[src/rtl/serial_adder_ctrl_if.sv]
// rtl/serial_adder_ctrl_if.sv - request/response bus between a requesting unit and serial_adder_ctrl
interface serial_adder_ctrl_if #(
  parameter int WIDTH = 8
) ();
  logic             start;
  logic [WIDTH-1:0] opA;
  logic [WIDTH-1:0] opB;
  logic             carryIn;
  logic             busy;
  logic             done;
  logic [WIDTH-1:0] result;
  logic             carryOut;

  modport master (
    output start, opA, opB, carryIn,
    input  busy, done, result, carryOut
  );

  modport slave (
    input  start, opA, opB, carryIn,
    output busy, done, result, carryOut
  );
endinterface

[src/rtl/serial_adder_ctrl.sv]
// rtl/serial_adder_ctrl.sv - bit-serial adder controller time-sharing one external 1-bit full adder
module serial_adder_ctrl #(
  parameter int WIDTH = 8
) (
  input  logic                clk,
  input  logic                rst_n,
  serial_adder_ctrl_if.slave  bus,
  output logic                faOp1,
  output logic                faOp2,
  output logic                faCi,
  input  logic                faRes,
  input  logic                faCo
);
  localparam int CNT_W = $clog2(WIDTH + 1);

  typedef enum logic [1:0] {IDLE, RUN, DONE} state_e;

  state_e             state_q;
  logic [WIDTH-1:0]   sh_a_q;
  logic [WIDTH-1:0]   sh_b_q;
  logic [WIDTH-1:0]   res_sh_q;
  logic [WIDTH-1:0]   res_sh_d;
  logic [WIDTH-1:0]   result_q;
  logic [CNT_W-1:0]   bit_cnt_q;
  logic               c_q;
  logic               carry_out_q;
  logic               busy_q;
  logic               done_q;

  // Sum bits enter at the MSB so after WIDTH shifts the LSB-first stream is in place.
  always_comb begin
    res_sh_d            = res_sh_q >> 1;
    res_sh_d[WIDTH-1]   = faRes;
  end

  assign faOp1 = (state_q == RUN) & sh_a_q[0];
  assign faOp2 = (state_q == RUN) & sh_b_q[0];
  assign faCi  = (state_q == RUN) & c_q;

  always_ff @(posedge clk or negedge rst_n) begin
    if (!rst_n) begin
      state_q     <= IDLE;
      sh_a_q      <= '0;
      sh_b_q      <= '0;
      res_sh_q    <= '0;
      result_q    <= '0;
      bit_cnt_q   <= '0;
      c_q         <= 1'b0;
      carry_out_q <= 1'b0;
      busy_q      <= 1'b0;
      done_q      <= 1'b0;
    end else begin
      case (state_q)
        IDLE: begin
          if (bus.start) begin
            sh_a_q    <= bus.opA;
            sh_b_q    <= bus.opB;
            c_q       <= bus.carryIn;
            bit_cnt_q <= '0;
            res_sh_q  <= '0;
            busy_q    <= 1'b1;
            state_q   <= RUN;
          end
        end
        RUN: begin
          res_sh_q  <= res_sh_d;
          c_q       <= faCo;
          sh_a_q    <= sh_a_q >> 1;
          sh_b_q    <= sh_b_q >> 1;
          bit_cnt_q <= bit_cnt_q + CNT_W'(1);
          // Last bit: capture the final sum/carry straight from the adder so they are valid with done.
          if (bit_cnt_q == CNT_W'(WIDTH - 1)) begin
            result_q    <= res_sh_d;
            carry_out_q <= faCo;
            done_q      <= 1'b1;
            state_q     <= DONE;
          end
        end
        DONE: begin
          done_q  <= 1'b0;
          busy_q  <= 1'b0;
          state_q <= IDLE;
        end
        default: state_q <= IDLE;
      endcase
    end
  end

  assign bus.busy     = busy_q;
  assign bus.done     = done_q;
  assign bus.result   = result_q;
  assign bus.carryOut = carry_out_q;
endmodule

[src/flat_wrapper.sv]
// flat-port wrapper written by rule: the top's interface ports become plain ports
module serial_adder_ctrl_flat 
#(
  parameter int WIDTH = 8
)
  (clk, rst_n, faOp1, faOp2, faCi, faRes, faCo, bus_start, bus_opA, bus_opB, bus_carryIn, bus_busy, bus_done, bus_result, bus_carryOut);
  serial_adder_ctrl_if #(.WIDTH(WIDTH)) bus_i ();
  input  logic clk;
  input  logic rst_n;
  output logic faOp1;
  output logic faOp2;
  output logic faCi;
  input  logic faRes;
  input  logic faCo;
  input wire logic [$bits(bus_i.start)-1:0] bus_start;
  input wire logic [$bits(bus_i.opA)-1:0] bus_opA;
  input wire logic [$bits(bus_i.opB)-1:0] bus_opB;
  input wire logic [$bits(bus_i.carryIn)-1:0] bus_carryIn;
  output wire logic [$bits(bus_i.busy)-1:0] bus_busy;
  output wire logic [$bits(bus_i.done)-1:0] bus_done;
  output wire logic [$bits(bus_i.result)-1:0] bus_result;
  output wire logic [$bits(bus_i.carryOut)-1:0] bus_carryOut;
  assign bus_i.start = bus_start;
  assign bus_i.opA = bus_opA;
  assign bus_i.opB = bus_opB;
  assign bus_i.carryIn = bus_carryIn;
  assign bus_busy = bus_i.busy;
  assign bus_done = bus_i.done;
  assign bus_result = bus_i.result;
  assign bus_carryOut = bus_i.carryOut;
  serial_adder_ctrl #(.WIDTH(WIDTH)) u_core (.clk(clk), .rst_n(rst_n), .bus(bus_i), .faOp1(faOp1), .faOp2(faOp2), .faCi(faCi), .faRes(faRes), .faCo(faCo));
endmodule
[config.mk]
export PLATFORM = sky130hd
export DESIGN_NAME = serial_adder_ctrl_flat
export DESIGN_NICKNAME = d
export VERILOG_FILES = /design/src/rtl/serial_adder_ctrl_if.sv /design/src/rtl/serial_adder_ctrl.sv /design/src/flat_wrapper.sv
export SDC_FILE = /design/constraint.sdc
export NUM_CORES = 1
export LEC_CHECK = 0
export ABC_AREA = 1
export BUFFER_PORTS_ARGS = -buffer_cell sky130_fd_sc_hd__buf_2
export CAP_MARGIN = 30
export CORE_ASPECT_RATIO = 0.9
export CORE_MARGIN = 2
export CORE_UTILIZATION = 40
export CTS_CLUSTER_DIAMETER = 60
export DETAILED_ROUTE_END_ITERATION = 16
export SYNTH_ARGS = -nofsm -noshare
export SYNTH_HDL_FRONTEND = slang
export SYNTH_SLANG_ARGS = --single-unit
[constraint.sdc]
create_clock -name clk -period 1.13 [get_ports clk]
set_input_delay 0.1695 -clock clk [delete_from_list [all_inputs] [get_ports clk]]
set_output_delay 0.1695 -clock clk [all_outputs]
set_load 0.02 [all_outputs]
==> flow_summary.ini <==
[critical_path]
critical-path-max-stage-delay_ns = 0.38
worstRegToRegCells = 8
worstSetupEndpointType = primary output
crit_path_max_delay_family = flip-flops
crit_cells = 5
critPathBufInv = 3
worst_ep_arrival_time_ns = 1.15
startpoint_to_endpoint_class_of_the_critical_path = register to primary output
worst-endpoint-required_ns = 0.96
start_kind = register
timing.critical_path.slowest_stage_cell = sky130_fd_sc_hd__dfrtp_1
cp_max_fo = 4
crit_chain = inv_2 -> nand2_4 -> buf_8 -> nor2_4 -> buf_6

[run_status]
run_status = complete, but fails checks
failed_checks = negative setup slack

[logic_synthesis]
synthCells = 202
synthesis.area_per_instance_um2 = 8.60
mapped_area_um2 = 1740
total_number_of_yosys_warnings = 0
yosys-top-cells-area = sky130_fd_sc_hd__dfrtp_1 (59%), sky130_fd_sc_hd__nand2_1 (17%), sky130_fd_sc_hd__nand3_1 (13%)
synth_top_area_share = 0.590
postSynth.topFlopCell = sky130_fd_sc_hd__dfrtp_1
synth.yosys.seq_area_share = 0.590
postSynthRegisterBits = 41
share_of_synthesized_registers_carrying_an_async_set_or_reset = 1.00
synth_edf_count = 0
synth.net_count = 225
synth.distinct_cells = 16
synth.most_common_cell = sky130_fd_sc_hd__nand2_1
synth_largest_area_cell = sky130_fd_sc_hd__dfrtp_1
synth.cells.most_frequent = sky130_fd_sc_hd__nand2_1 (81), sky130_fd_sc_hd__nand3_1 (44), sky130_fd_sc_hd__dfrtp_1 (41), sky130_fd_sc_hd__inv_1 (6), sky130_fd_sc_hd__nor2_1 (6)

[global_routing]
first_pass_grt_wire_length_mm = 6.73
grt_start_max_net_pins = 42
first_global_vias = 1419
overflow = 0
grt_use_total = 0.181
antenna_found_initial = 0

[clock_tree]
path_clk_slew_ns = 0.08
cts.sinks = 41
htree_levels = 2
cts-root-buf = sky130_fd_sc_hd__clkbuf_8
tritoncts.num_buffers = 5
clock_path_buffers = 2
clk-insertion-delay-late_ns = 0.30
cts_tree = built

[timing]
worst_skew_ns = 0.00622
setup_slack_ns = -0.185
hold_ws_ns = 0.0720
maxSlewHeadroom = 0.844
maxClockFrequency_mhz = 761
layout_worst_path_cycle_share = 1.16
worst_pin_slew_ns = 0.234
finalHoldViolCount = 0
timing.final.setup_violations = 42
rsz_0062_raised_after_global_routing = true
layout_min_cycle_time_ns = 1.31
finalMaxSlewViolations = 0

[detailed_routing]
drt_iter0_drc = 110
vias_per_cell = 5.05
wl_per_cell_um = 13.3
route.antenna.remaining_nets = 0
drc = 0
first_pass_iters = 4
route.vias.total = 1595
totalWireLength_mm = 4.19

[die]
die-width_um = 73.5
row_count = 22
initial_utilization = 0.421
floorplan.die.height_um = 66.5
fp.dieArea_um2 = 4890
floorplan.io_pins = 36
core_um2 = 4130

[placement]
dp_hpwl_mm = 2.42
place_worst_setup_slack_ns = -0.0826
routability_cong = 0.826
placement.io_buffers = 35

[pwr]
worst_ir_drop_vdd_uv = 1270
post-layout-total-power_mw = 7.38
p_leak_nw = 1.31
powerDensity_nw_per_um2 = 2870

[final_layout]
areaGrowthSynthToFinish_pct = 47.8
filler_cell_count = 364
fin_nets = 290
final_layout_size_suffix_gt1_frac = 0.358
antenna-diode-count = 0

[worst_hold_path]
holdCritPathClass = input pin to register
worst_hold_path.num_cells = 3

[flow_run]
drv.max_cap_violation_count = 0
## metal layers
metal / track usage / part of all wire / vias to the layer above
li1: - / - / 789
met1: 0.250 / 0.45 / 743
met2: 0.281 / 0.48 / 57
met3: 0.0424 / 0.064 / 6
met4: 0.0545 / 0.0088 / 0
met5: 0 / 0 / -
## final timing paths
check / startpoint / endpoint / slack (ns)
worst max-delay path: u_core.state_q[1]$_DFFE_PN0P_ / faOp2 / -0.18
min in group asynchronous: rst_n / u_core.bus.result[5]$_DFFE_PN0P_ / 0.36
worst min register to register: u_core.bus.carryOut$_DFFE_PN0P_ / u_core.bus.carryOut$_DFFE_PN0P_ / 0.47
max in group asynchronous: rst_n / u_core.bit_cnt_q[0]$_DFFE_PN0P_ / 0.55
worst max register to register: u_core.state_q[1]$_DFFE_PN0P_ / u_core.bus.result[1]$_DFFE_PN0P_ / -0.13
worst min-delay path: bus_opB[7] / u_core.sh_b_q[7]$_DFFE_PN0P_ / 0.07
## what timing repair did
action	4_1_cts	5_1_grt
hold endpoints to repair	41	0
gates cloned	2	2
pin swaps	14	7
gates resized for setup	27	19
hold buffers	1	0
setup endpoints to repair	20	40
buffers inserted	6	5
## worst register-to-register path, cell delays in order, from the launching register on
cell,delay (ns)
sky130_fd_sc_hd__dfrtp_1,0.38
sky130_fd_sc_hd__inv_2,0.08
sky130_fd_sc_hd__nand2_4,0.07
sky130_fd_sc_hd__buf_4,0.14
sky130_fd_sc_hd__buf_6,0.12
sky130_fd_sc_hd__buf_6,0.13
sky130_fd_sc_hd__nor2_4,0.16
sky130_fd_sc_hd__nand2_1,0.08
sky130_fd_sc_hd__nand2_1,0.07
## layout make-up
class	instances	area, um2	area share
Clock inverter	3	65.1	0.0253
Sequential cell	41	1030	0.399
Inverter	8	37.5	0.0146
Multi-Input combinational cell	147	766	0.298
Clock buffer	5	68.8	0.0268
Tap cell	48	60.1	0.0234
Timing Repair Buffer	64	546	0.212
## registers in the layout, summed over array words and instances (netlist names)
signal,flops
u_core.state_q,2
u_core.bus.done,1
u_core.bus.busy,1
u_core.bus.carryOut,1
u_core.res_sh_q,7
u_core.c_q,1
u_core.sh_b_q,8
u_core.bus.result,8
u_core.sh_a_q,8
u_core.bit_cnt_q,4
## metrics by stage
stage | TNS [ns] | std cells | utilization | cell area (um2)
3_5_place_dp | -0.647 | 293 | 0.511 | 2110
2_1_floorplan | 0 | 202 | - | 1750
5_1_grt | -7.04 | 316 | 0.622 | 2570
4_1_cts | -0.771 | 310 | 0.585 | 2420
3_3_place_gp | -0.0838 | 293 | 0.511 | 2110
6_report | -3.60 | 316 | 0.622 | 2570
## kinds of logic after synthesis
logic type | Yosys count | synth area share
simple gates | 137 | 0.342
flops | 41 | 0.590
buf+inv | 16 | 0.0403
compound gates | 7 | 0.0202
fa+ha+maj | 1 | 0.00720
## cells in the final DEF, fill, tap and decap left out, drive strengths merged
cell type	Yosys	final
nand2	84	85
buf	4	61
nand3	44	44
dfrtp	41	41
nor2	8	9
inv	8	8
clkbuf	4	7
o21ai	6	6
bufinv	0	2
nand4	1	1
a21oi	1	1
ha	1	1
clkinv	0	1
dlygate4sd3	0	1
## report_power, final
group          internal (mW)  switching, mW  leakage, nW  total (mW)
sequential              2.09          0.397        0.520        2.49
combinational           1.67           1.83        0.724        3.50
clock                  0.877          0.515       0.0681        1.39
total                   4.64           2.74         1.31        7.38
No activity file was read; power rests on OpenSTA's default activity.
